File: src/rtl/hall_call_scheduler_if.sv
// Single-request link between the hall-call scheduler and the elevator car controller.
// The scheduler drives the request strobe; the car reports its position and door/idle status.
interface hall_call_scheduler_if;
   logic       valid_out;
   logic [2:0] req_floor;
   logic       direction;
   logic [2:0] car_floor;
   logic       door_open;
   logic       car_idle;

   modport master (
      output valid_out, req_floor, direction,
      input  car_floor, door_open, car_idle
   );

   modport slave (
      input  valid_out, req_floor, direction,
      output car_floor, door_open, car_idle
   );
endinterface

File: src/rtl/hall_call_scheduler.sv
// Latches hall-call presses as pending requests and feeds them one at a time,
// round-robin, to the car controller; freezes and forgets issue history on emergency.
module hall_call_scheduler #(
   parameter int NUM_FLOORS = 8,
   parameter int ISSUE_GAP  = 4
) (
   input  logic                    clk,
   input  logic                    reset_n,
   input  logic [NUM_FLOORS-1:0]   hall_up_btn,
   input  logic [NUM_FLOORS-1:0]   hall_down_btn,
   input  logic                    emergency,
   output logic [NUM_FLOORS-1:0]   pending_up,
   output logic [NUM_FLOORS-1:0]   pending_down,
   output logic                    busy,
   hall_call_scheduler_if.master   car_if
);

   localparam int N_SRC = 2 * NUM_FLOORS;
   localparam int CW    = (ISSUE_GAP > 1) ? $clog2(ISSUE_GAP) : 1;

   typedef enum logic [1:0] {S_IDLE, S_ISSUE, S_GAP, S_HOLD} state_t;

   state_t                  r_state, w_state_next;
   logic [NUM_FLOORS-1:0]   r_up_prev, r_dn_prev;
   logic [N_SRC-1:0]        r_pend, r_issued;
   logic [3:0]              r_ptr;
   logic [CW-1:0]           r_cnt;
   logic [2:0]              r_req_floor;
   logic                    r_dir;

   logic [NUM_FLOORS-1:0]   w_press_up, w_press_dn, w_clear_floor;
   logic [N_SRC-1:0]        w_clear, w_elig, w_set;
   logic [3:0]              w_sel_idx;
   logic                    w_sel_found, w_valid;

   // Top floor has no up button, ground floor has no down button.
   assign w_press_up = hall_up_btn   & ~r_up_prev & {1'b0, {(NUM_FLOORS-1){1'b1}}};
   assign w_press_dn = hall_down_btn & ~r_dn_prev & {{(NUM_FLOORS-1){1'b1}}, 1'b0};

   for (genvar gi = 0; gi < NUM_FLOORS; gi++) begin : g_floor
      assign w_clear_floor[gi] = (car_if.door_open | car_if.car_idle) &&
                                 (car_if.car_floor == 3'(gi));
   end

   assign w_clear = {w_clear_floor, w_clear_floor};
   assign w_elig  = r_pend & ~r_issued;

   always_comb begin
      w_sel_found = 1'b0;
      w_sel_idx   = r_ptr;
      for (int k = 0; k < N_SRC; k++) begin
         if (!w_sel_found && w_elig[r_ptr + 4'(k)]) begin
            w_sel_found = 1'b1;
            w_sel_idx   = r_ptr + 4'(k);
         end
      end
   end

   // Selection is recomputed in S_ISSUE, so a source served the cycle before is never issued.
   always_comb begin
      w_state_next = r_state;
      w_valid      = 1'b0;
      case (r_state)
         S_IDLE: begin
            if (emergency)        w_state_next = S_HOLD;
            else if (w_sel_found) w_state_next = S_ISSUE;
         end
         S_ISSUE: begin
            w_valid = w_sel_found;
            if (emergency)         w_state_next = S_HOLD;
            else if (!w_sel_found) w_state_next = S_IDLE;
            else if (ISSUE_GAP == 1) w_state_next = S_IDLE;
            else                   w_state_next = S_GAP;
         end
         S_GAP: begin
            if (emergency)          w_state_next = S_HOLD;
            else if (r_cnt <= CW'(1)) w_state_next = S_IDLE;
         end
         S_HOLD: begin
            if (!emergency) w_state_next = S_IDLE;
         end
         default: w_state_next = S_IDLE;
      endcase
   end

   assign w_set = w_valid ? (N_SRC'(1) << w_sel_idx) : '0;

   always_ff @(posedge clk or negedge reset_n) begin
      if (!reset_n) begin
         r_state     <= S_IDLE;
         r_up_prev   <= '0;
         r_dn_prev   <= '0;
         r_pend      <= '0;
         r_issued    <= '0;
         r_ptr       <= '0;
         r_cnt       <= '0;
         r_req_floor <= '0;
         r_dir       <= 1'b0;
      end else begin
         r_state   <= w_state_next;
         r_up_prev <= hall_up_btn;
         r_dn_prev <= hall_down_btn;
         r_pend    <= (r_pend | {w_press_dn, w_press_up}) & ~w_clear;
         if (r_state == S_HOLD) r_issued <= '0;
         else                   r_issued <= (r_issued | w_set) & ~w_clear;
         if (w_valid) begin
            r_ptr       <= w_sel_idx + 4'd1;
            r_cnt       <= CW'(ISSUE_GAP - 1);
            r_req_floor <= w_sel_idx[2:0];
            r_dir       <= ~w_sel_idx[3];
         end else if (r_state == S_GAP && r_cnt != '0) begin
            r_cnt <= r_cnt - CW'(1);
         end
      end
   end

   assign car_if.valid_out = w_valid;
   assign car_if.req_floor = w_valid ? w_sel_idx[2:0] : r_req_floor;
   assign car_if.direction = w_valid ? ~w_sel_idx[3]  : r_dir;

   assign pending_up   = r_pend[NUM_FLOORS-1:0];
   assign pending_down = r_pend[N_SRC-1:NUM_FLOORS];
   assign busy         = |r_pend;

endmodule

File: src/flat_wrapper.sv
// flat-port wrapper written by rule: the top's interface ports become plain ports
module hall_call_scheduler_flat 
#(
   parameter int NUM_FLOORS = 8,
   parameter int ISSUE_GAP  = 4
)
  (clk, reset_n, hall_up_btn, hall_down_btn, emergency, pending_up, pending_down, busy, car_if_valid_out, car_if_req_floor, car_if_direction, car_if_car_floor, car_if_door_open, car_if_car_idle);
  hall_call_scheduler_if car_if_i ();
  input  logic clk;
  input  logic reset_n;
  input  logic [NUM_FLOORS-1:0] hall_up_btn;
  input  logic [NUM_FLOORS-1:0] hall_down_btn;
  input  logic emergency;
  output logic [NUM_FLOORS-1:0] pending_up;
  output logic [NUM_FLOORS-1:0] pending_down;
  output logic busy;
  output wire logic [$bits(car_if_i.valid_out)-1:0] car_if_valid_out;
  output wire logic [$bits(car_if_i.req_floor)-1:0] car_if_req_floor;
  output wire logic [$bits(car_if_i.direction)-1:0] car_if_direction;
  input wire logic [$bits(car_if_i.car_floor)-1:0] car_if_car_floor;
  input wire logic [$bits(car_if_i.door_open)-1:0] car_if_door_open;
  input wire logic [$bits(car_if_i.car_idle)-1:0] car_if_car_idle;
  assign car_if_valid_out = car_if_i.valid_out;
  assign car_if_req_floor = car_if_i.req_floor;
  assign car_if_direction = car_if_i.direction;
  assign car_if_i.car_floor = car_if_car_floor;
  assign car_if_i.door_open = car_if_door_open;
  assign car_if_i.car_idle = car_if_car_idle;
  hall_call_scheduler #(.NUM_FLOORS(NUM_FLOORS), .ISSUE_GAP(ISSUE_GAP)) u_core (.clk(clk), .reset_n(reset_n), .hall_up_btn(hall_up_btn), .hall_down_btn(hall_down_btn), .emergency(emergency), .pending_up(pending_up), .pending_down(pending_down), .busy(busy), .car_if(car_if_i));
endmodule
File: config.mk
export PLATFORM = sky130hd
export DESIGN_NAME = hall_call_scheduler_flat
export DESIGN_NICKNAME = d
export VERILOG_FILES = /design/src/rtl/hall_call_scheduler_if.sv /design/src/rtl/hall_call_scheduler.sv /design/src/flat_wrapper.sv
export SDC_FILE = /design/constraint.sdc
export NUM_CORES = 1
export LEC_CHECK = 0
export CAP_MARGIN = 20
export CORE_ASPECT_RATIO = 0.9
export CORE_MARGIN = 2
export CORE_UTILIZATION = 44
export CTS_BUF_LIST = sky130_fd_sc_hd__clkbuf_8
export CTS_CLUSTER_SIZE = 16
export DETAILED_ROUTE_END_ITERATION = 12
export PLACE_DENSITY = 0.66
export SLEW_MARGIN = 20
export SYNTH_ARGS = -nofsm -noshare
export SYNTH_HDL_FRONTEND = slang
export SYNTH_SLANG_ARGS = --single-unit
File: constraint.sdc
create_clock -name clk -period 10.44 [get_ports clk]
set_clock_uncertainty 0.2 [all_clocks]
set_input_delay 2.088 -clock clk [delete_from_list [all_inputs] [get_ports clk]]
set_output_delay 2.088 -clock clk [all_outputs]
set_load 0.01 [all_outputs]
After elaboration in Yosys (flattened, before gate mapping)
Index checks and enable logic that the tools add are counted.

Input port bits: 24. Flip-flop bits (word level): 59. Output and inout port bits: 22.

Shift operators: 1. Muxes and demuxes: 78. Add/sub/neg operators: 17. Reduce and logical (&&, ||, !) cells: 45. Magnitude comparators: 17. Eq/ne operators: 13. Bitwise operators: 13.

Operator list (number): $lt A4 B5 Y1 const B (16); $bmux W1 S4 (16); $mux W4 (15); $and A16 B16 Y16 (3); $mux W1 (34); $add A4 B4 Y4 const B (8); $mux W16 (2); $not A16 Y16 (2); $or A16 B16 Y16 (2); $logic_and A1 B1 Y1 (24); $mux W2 (9); $add A4 B3 Y4 const B (4); $reduce_or A16 Y1 (1); $shl A1 B4 Y16 const A (1); $logic_not A1 Y1 (15); $eq A3 B3 Y1 const B (4); $add A4 B1 Y4 const B (2); $add A4 B2 Y4 const B (2); $and A8 B8 Y8 (1); $not A8 Y8 (1); $pmux W2 S4 (1); $and A7 B7 Y7 (1); $not A7 Y7 (1); $eq A3 B2 Y1 const B (2); 14 further kinds (17).

Depth between registers and ports, before layout
Word-level depth: 55. Mapped depth: 20.

Worst setup path after synthesis
OpenSTA, ideal clock, no wires.

Path type: flip-flop to output port. From: register u_core.r_ptr[1]. To: output car_if_direction. Path buffers: 4. Cell stages (with the launch flop): 16. Arrival time: 4.257 ns. Setup slack: 3.895 ns. Data required time: 8.152 ns. Cell sequence: dfrtp_1 clkbuf_1 inv_1 ha_1 buf_4 inv_1 buf_1 mux4_2 mux2_2 nor4_1 nor4b_4 a31oi_1 nand2_1 clkbuf_1 nand2_1 o21ai_0.

Cells in the longest elaborated chain, start to end: 50. Elaborated cells on any way between the ends: 111. Those cells by class: 15 x add/sub; 65 x mux; 1 x bitwise; 30 x reduce/logical.

Ends and longest elaborated chain: from (decl) (line hall_call_scheduler.sv:26) `logic [3:0] r_ptr;`; from (signal assigned) (line hall_call_scheduler.sv:107) `r_ptr <= w_sel_idx + 4'd1;`; branches (longest 49 deep; another with $add A4 B1 Y4); $mux W1 (*) (line hall_call_scheduler.sv:119) `assign car_if.direction = w_valid ? ~w_sel_idx[3] : r_dir;`; to (decl) (line flat_wrapper.sv:19) `output wire logic [$bits(car_if_i.direction)-1:0] car_if_direction;`.

Every way passes the cells marked *. The select of a mux whose other input is x is not followed.

Worst setup path after layout
From: register u_core.r_ptr[1]. To: output car_if_req_floor[2].

Cells in the longest elaborated chain, start to end: 50. Elaborated cells on any way between the ends: 110. Those cells by class: 15 x add/sub; 65 x mux; 30 x reduce/logical.

Ends and longest elaborated chain: branches (longest 49 deep; another with $add A4 B1 Y4); $mux W3 (*) (line hall_call_scheduler.sv:118) `assign car_if.req_floor = w_valid ? w_sel_idx[2:0] : r_req_floor;`; to (decl) (line flat_wrapper.sv:18) `output wire logic [$bits(car_if_i.req_floor)-1:0] car_if_req_floor;`.

Marks and branches as above.

==> report_table.html <==
<table>
<tr><th>Metric</th><th>Value</th></tr>
<tr><th colspan="2">Run status</th></tr>
<tr><td>Result of the run</td><td>completed</td></tr>
<tr><th colspan="2">Placed design</th></tr>
<tr><td>Instance count after placement with tap cells included</td><td>762</td></tr>
<tr><td>Number of port buffers</td><td>43</td></tr>
<tr><td>Placer Congestion</td><td>0.9936</td></tr>
<tr><td>Cell area after placement</td><td>0.005871 mm²</td></tr>
<tr><td>Post-detailed-placement half-perimeter wirelength</td><td>12.20 mm</td></tr>
<tr><th colspan="2">Clock tree</th></tr>
<tr><td>Number of buffers inserted to repair setup after CTS</td><td>0</td></tr>
<tr><td>CTS tree</td><td>yes</td></tr>
<tr><td>Buffer cell driving the clock tree root</td><td>sky130_fd_sc_hd__clkbuf_8</td></tr>
<tr><td>Later-pin clock latency in the skew report</td><td>0.34 ns</td></tr>
<tr><td>Clk pin slew, worst setup/hold paths</td><td>0.07 ns</td></tr>
<tr><td>Post-cts gate resize count</td><td>0</td></tr>
<tr><td>Quantity of hold-fixing buffers added after cts</td><td>0</td></tr>
<tr><td>H-tree depth</td><td>3</td></tr>
<tr><td>Clk buf depth</td><td>2</td></tr>
<tr><td>Clock Sinks</td><td>58</td></tr>
<tr><td>TritonCTS buffer count</td><td>9</td></tr>
<tr><th colspan="2">GRT</th></tr>
<tr><td>Total grt overflow</td><td>0</td></tr>
<tr><td>All-layer global routing usage</td><td>26.27%</td></tr>
<tr><td>Global-route wire length before repair</td><td>26.73 mm</td></tr>
<tr><td>Via count of the first global-routing pass</td><td>5015</td></tr>
<tr><td>Number of antenna violations at the first check in global routing</td><td>0</td></tr>
<tr><td>Maximum number of pins on one net before global-route repair</td><td>59</td></tr>
<tr><th colspan="2">Setup path</th></tr>
<tr><td>Max Fanout on Critical Path</td><td>40</td></tr>
<tr><td>Depth of the worst register-to-register path</td><td>13</td></tr>
<tr><td>Count of buffer and inverter cells on the critical path</td><td>4</td></tr>
<tr><td>Class of the most critical setup path</td><td>reg -&gt; out</td></tr>
<tr><td>Cell family with most CP delay</td><td>buffers and inverters</td></tr>
<tr><td>Required time of the critical path</td><td>8.15 ns</td></tr>
<tr><td>Crit path cell chain</td><td>buf_4 -&gt; inv_1 -&gt; ha_1 -&gt; inv_1 -&gt; mux4_2 -&gt; mux2_2 -&gt; nor4_1 -&gt; nor4b_4 -&gt; a31oi_1 -&gt; a32oi_2 -&gt; nand2_1 -&gt; nand2_1 -&gt; clkdlybuf4s50_1</td></tr>
<tr><td>Worst endpoint data arrival time</td><td>6.14 ns</td></tr>
<tr><td>Cell depth of the worst setup path</td><td>13</td></tr>
<tr><td>Slowest cell on crit path</td><td>sky130_fd_sc_hd__a32oi_2</td></tr>
<tr><td>Critical Path Sink Type</td><td>primary output</td></tr>
<tr><td>Type of origin of the critical path</td><td>flip-flop</td></tr>
<tr><td>Largest stage delay on the critical path</td><td>0.84 ns</td></tr>
<tr><th colspan="2">Drt</th></tr>
<tr><td>Number of detailed-routing iterations run before antenna repair</td><td>5</td></tr>
<tr><td>DR vias</td><td>4965</td></tr>
<tr><td>Number of nets with antenna violations after detailed routing</td><td>0</td></tr>
<tr><td>Routed Wire Length</td><td>16.09 mm</td></tr>
<tr><td>Post-route DRC violation count</td><td>0</td></tr>
<tr><td>Detailed-route wire length per cell</td><td>20.68 µm</td></tr>
<tr><td>Per-cell via count in the routed design</td><td>6.382</td></tr>
<tr><td>DRC violation total after the first TritonRoute iteration</td><td>454</td></tr>
<tr><th colspan="2">Floorplan</th></tr>
<tr><td>Width of the die</td><td>120.3 µm</td></tr>
<tr><td>I/O pin count</td><td>46</td></tr>
<tr><td>Overall die area</td><td>0.01307 mm²</td></tr>
<tr><td>Area of the core</td><td>0.01198 mm²</td></tr>
<tr><td>Site row count</td><td>38</td></tr>
<tr><td>Initial core utilization</td><td>44.70%</td></tr>
<tr><td>Overall die height</td><td>108.7 µm</td></tr>
<tr><th colspan="2">Timing</th></tr>
<tr><td>Maximum achievable frequency</td><td>118.6 MHz</td></tr>
<tr><td>Max-slew headroom at the worst pin</td><td>30.06%</td></tr>
<tr><td>Number of max-slew violations in the final report</td><td>0</td></tr>
<tr><td>Worst Hold Slack</td><td>0.2828 ns</td></tr>
<tr><td>Post-Route Setup TNS</td><td>0 ns</td></tr>
<tr><td>Worst-Margin Slew</td><td>1.042 ns</td></tr>
<tr><td>Setup violation total in the final timing report</td><td>0</td></tr>
<tr><td>Number of failing hold endpoints at the final stage</td><td>0</td></tr>
<tr><td>Unrepaired setup endpoints after global routing</td><td>false</td></tr>
<tr><td>Fraction of the cycle the final worst path needs</td><td>80.75%</td></tr>
<tr><td>Tmin final</td><td>8.431 ns</td></tr>
<tr><th colspan="2">Synthesis</th></tr>
<tr><td>Most frequently used flop master after synthesis</td><td>sky130_fd_sc_hd__dfrtp_1</td></tr>
<tr><td>Leading post-synthesis cells by cell area</td><td>sky130_fd_sc_hd__dfrtp_1 (27%), sky130_fd_sc_hd__mux4_2 (14%), sky130_fd_sc_hd__mux2i_1 (7.7%)</td></tr>
<tr><td>Post-synth EDFFs</td><td>0</td></tr>
<tr><td>Share of synthesized registers carrying an async set or reset</td><td>100.0%</td></tr>
<tr><td>Portion of the post-synthesis area used by sequential elements</td><td>27.10%</td></tr>
<tr><td>Cell accounting for the most synthesized area</td><td>sky130_fd_sc_hd__dfrtp_1</td></tr>
<tr><td>Number of distinct standard cells referenced by the synthesized netlist</td><td>69</td></tr>
<tr><td>Post-synth design cell area</td><td>0.005355 mm²</td></tr>
<tr><td>Top cell type's share of synthesized area</td><td>27.10%</td></tr>
<tr><td>Yosys reg bits</td><td>58</td></tr>
<tr><td>Number of nets produced by synthesis</td><td>617</td></tr>
<tr><td>Avg Cell Area, Syn</td><td>9.249 µm²</td></tr>
<tr><td>Count of yosys warnings during synthesis</td><td>0</td></tr>
<tr><td>Post-Synthesis Cells</td><td>579</td></tr>
<tr><th colspan="2">Cells and area</th></tr>
<tr><td>Fin cells</td><td>778</td></tr>
<tr><td>Commonest non-fill, non-tap cells in the layout</td><td>sky130_fd_sc_hd__dfrtp_1 (57), sky130_fd_sc_hd__nor2_1 (52), sky130_fd_sc_hd__nand2_1 (50)</td></tr>
<tr><td>Antenna diode instance count</td><td>0</td></tr>
<tr><td>Share of cells above drive strength 1</td><td>12.30%</td></tr>
<tr><td>Number of nets in the final layout</td><td>651</td></tr>
<tr><td>Most frequent standard cell in the layout excluding fill and tap cells</td><td>sky130_fd_sc_hd__dfrtp_1</td></tr>
<tr><td>Final design instance area without fill</td><td>0.006050 mm²</td></tr>
<tr><td>Fill cells</td><td>1164</td></tr>
<tr><td>Synthesis-to-finish area growth</td><td>12.97%</td></tr>
<tr><th colspan="2">Hold path</th></tr>
<tr><td>Hold-critical path depth</td><td>1</td></tr>
<tr><td>Worst hold path class</td><td>reg -&gt; reg</td></tr>
<tr><th colspan="2">Flow run</th></tr>
<tr><td>Number of maximum-capacitance constraint violations</td><td>0</td></tr>
</table>
[flip-flops by register name (all words and copies together) (netlist names)]
name,count
u_core.r_dn_prev,7
u_core.r_state,2
u_core.r_pend,16
u_core.r_up_prev,7
u_core.r_ptr,4
u_core.r_req_floor,3
u_core.r_cnt,2
u_core.r_issued,16
u_core.r_dir,1
[worst paths after layout]
| check | start | end | slack, ns |
|---|---|---|---|
| worst max-delay path | u_core.r_ptr[1] | car_if_req_floor[2] | 2.01 |
| worst min-delay path | u_core.r_req_floor[0] | u_core.r_req_floor[0] | 0.28 |
| worst min register to register | u_core.r_req_floor[0] | u_core.r_req_floor[0] | 0.28 |
| worst max register to register | u_core.r_ptr[1] | u_core.r_ptr[2] | 4.62 |
| min in group asynchronous | reset_n | u_core.r_up_prev[0] | 1.67 |
| max in group asynchronous | reset_n | u_core.r_ptr[0] | 7.85 |
[synth_stat cells, types with 4 or more instances]
| library cell | instances |
|---|---|
| sky130_fd_sc_hd__a31oi_1 | 17 |
| sky130_fd_sc_hd__nor3_1 | 24 |
| sky130_fd_sc_hd__clkbuf_1 | 9 |
| sky130_fd_sc_hd__nand4_1 | 7 |
| sky130_fd_sc_hd__a211oi_1 | 6 |
| sky130_fd_sc_hd__buf_2 | 5 |
| sky130_fd_sc_hd__nand3_1 | 10 |
| sky130_fd_sc_hd__and2_1 | 4 |
| sky130_fd_sc_hd__ha_1 | 14 |
| sky130_fd_sc_hd__dfrtp_1 | 58 |
| sky130_fd_sc_hd__mux2_2 | 7 |
| sky130_fd_sc_hd__xnor2_1 | 10 |
| sky130_fd_sc_hd__nor2_1 | 52 |
| sky130_fd_sc_hd__nor4_1 | 7 |
| sky130_fd_sc_hd__o211ai_1 | 5 |
| sky130_fd_sc_hd__and3_1 | 4 |
| sky130_fd_sc_hd__o21a_1 | 10 |
| sky130_fd_sc_hd__buf_1 | 4 |
| sky130_fd_sc_hd__nand2b_1 | 27 |
| sky130_fd_sc_hd__buf_6 | 4 |
| sky130_fd_sc_hd__o2111ai_1 | 4 |
| sky130_fd_sc_hd__nand2_1 | 50 |
| sky130_fd_sc_hd__inv_1 | 25 |
| sky130_fd_sc_hd__a21o_1 | 4 |
| sky130_fd_sc_hd__mux4_2 | 34 |
| sky130_fd_sc_hd__o21ai_0 | 11 |
| sky130_fd_sc_hd__xor2_1 | 4 |
| sky130_fd_sc_hd__o22ai_1 | 7 |
| sky130_fd_sc_hd__nor2b_1 | 22 |
| sky130_fd_sc_hd__a21oi_1 | 35 |
| sky130_fd_sc_hd__mux2i_1 | 41 |
[per-layer routing]
layer | vias up | track usage (%) | routed length, µm
met3 | 30 | 4.864 | 1474
met2 | 255 | 40.91 | 7307
met5 | - | 0 | 0
li1 | 2249 | - | -
met4 | 0 | 10.96 | 445
met1 | 2431 | 36.35 | 6862
[area by class of cell]
type	count	area [µm²]	share of cell area [%]
flip-flops and latches	58	1453	24.01
clock inverters	6	41.29	0.6825
inverters	28	107.6	1.779
clock buffers	10	137.6	2.275
well taps	160	200.2	3.309
repair buffers	49	470.5	7.777
multi-input cells	467	3640	60.17
[stage by stage]
step	util [%]	setup WS [ns]
2_1_floorplan	-	3.895
3_3_place_gp	49.00	2.557
3_5_place_dp	49.00	2.376
4_1_cts	50.49	2.007
5_1_grt	50.49	1.438
6_report	50.49	2.009
[logic make-up after synthesis]
logic type / Yosys count / share of synthesized area [%]
adder cells (fa/ha/maj): 14 / 3.271
flip-flops: 58 / 27.10
XOR/XNOR: 14 / 2.290
AO/OA/AOI/OAI: 134 / 17.29
multiplexers: 83 / 23.86
AND/OR/NAND/NOR: 222 / 21.26
buffers and inverters: 54 / 4.929
Power is not shown: default switching activity piles up to over one toggle a cycle in this logic, so the estimate is an artifact.
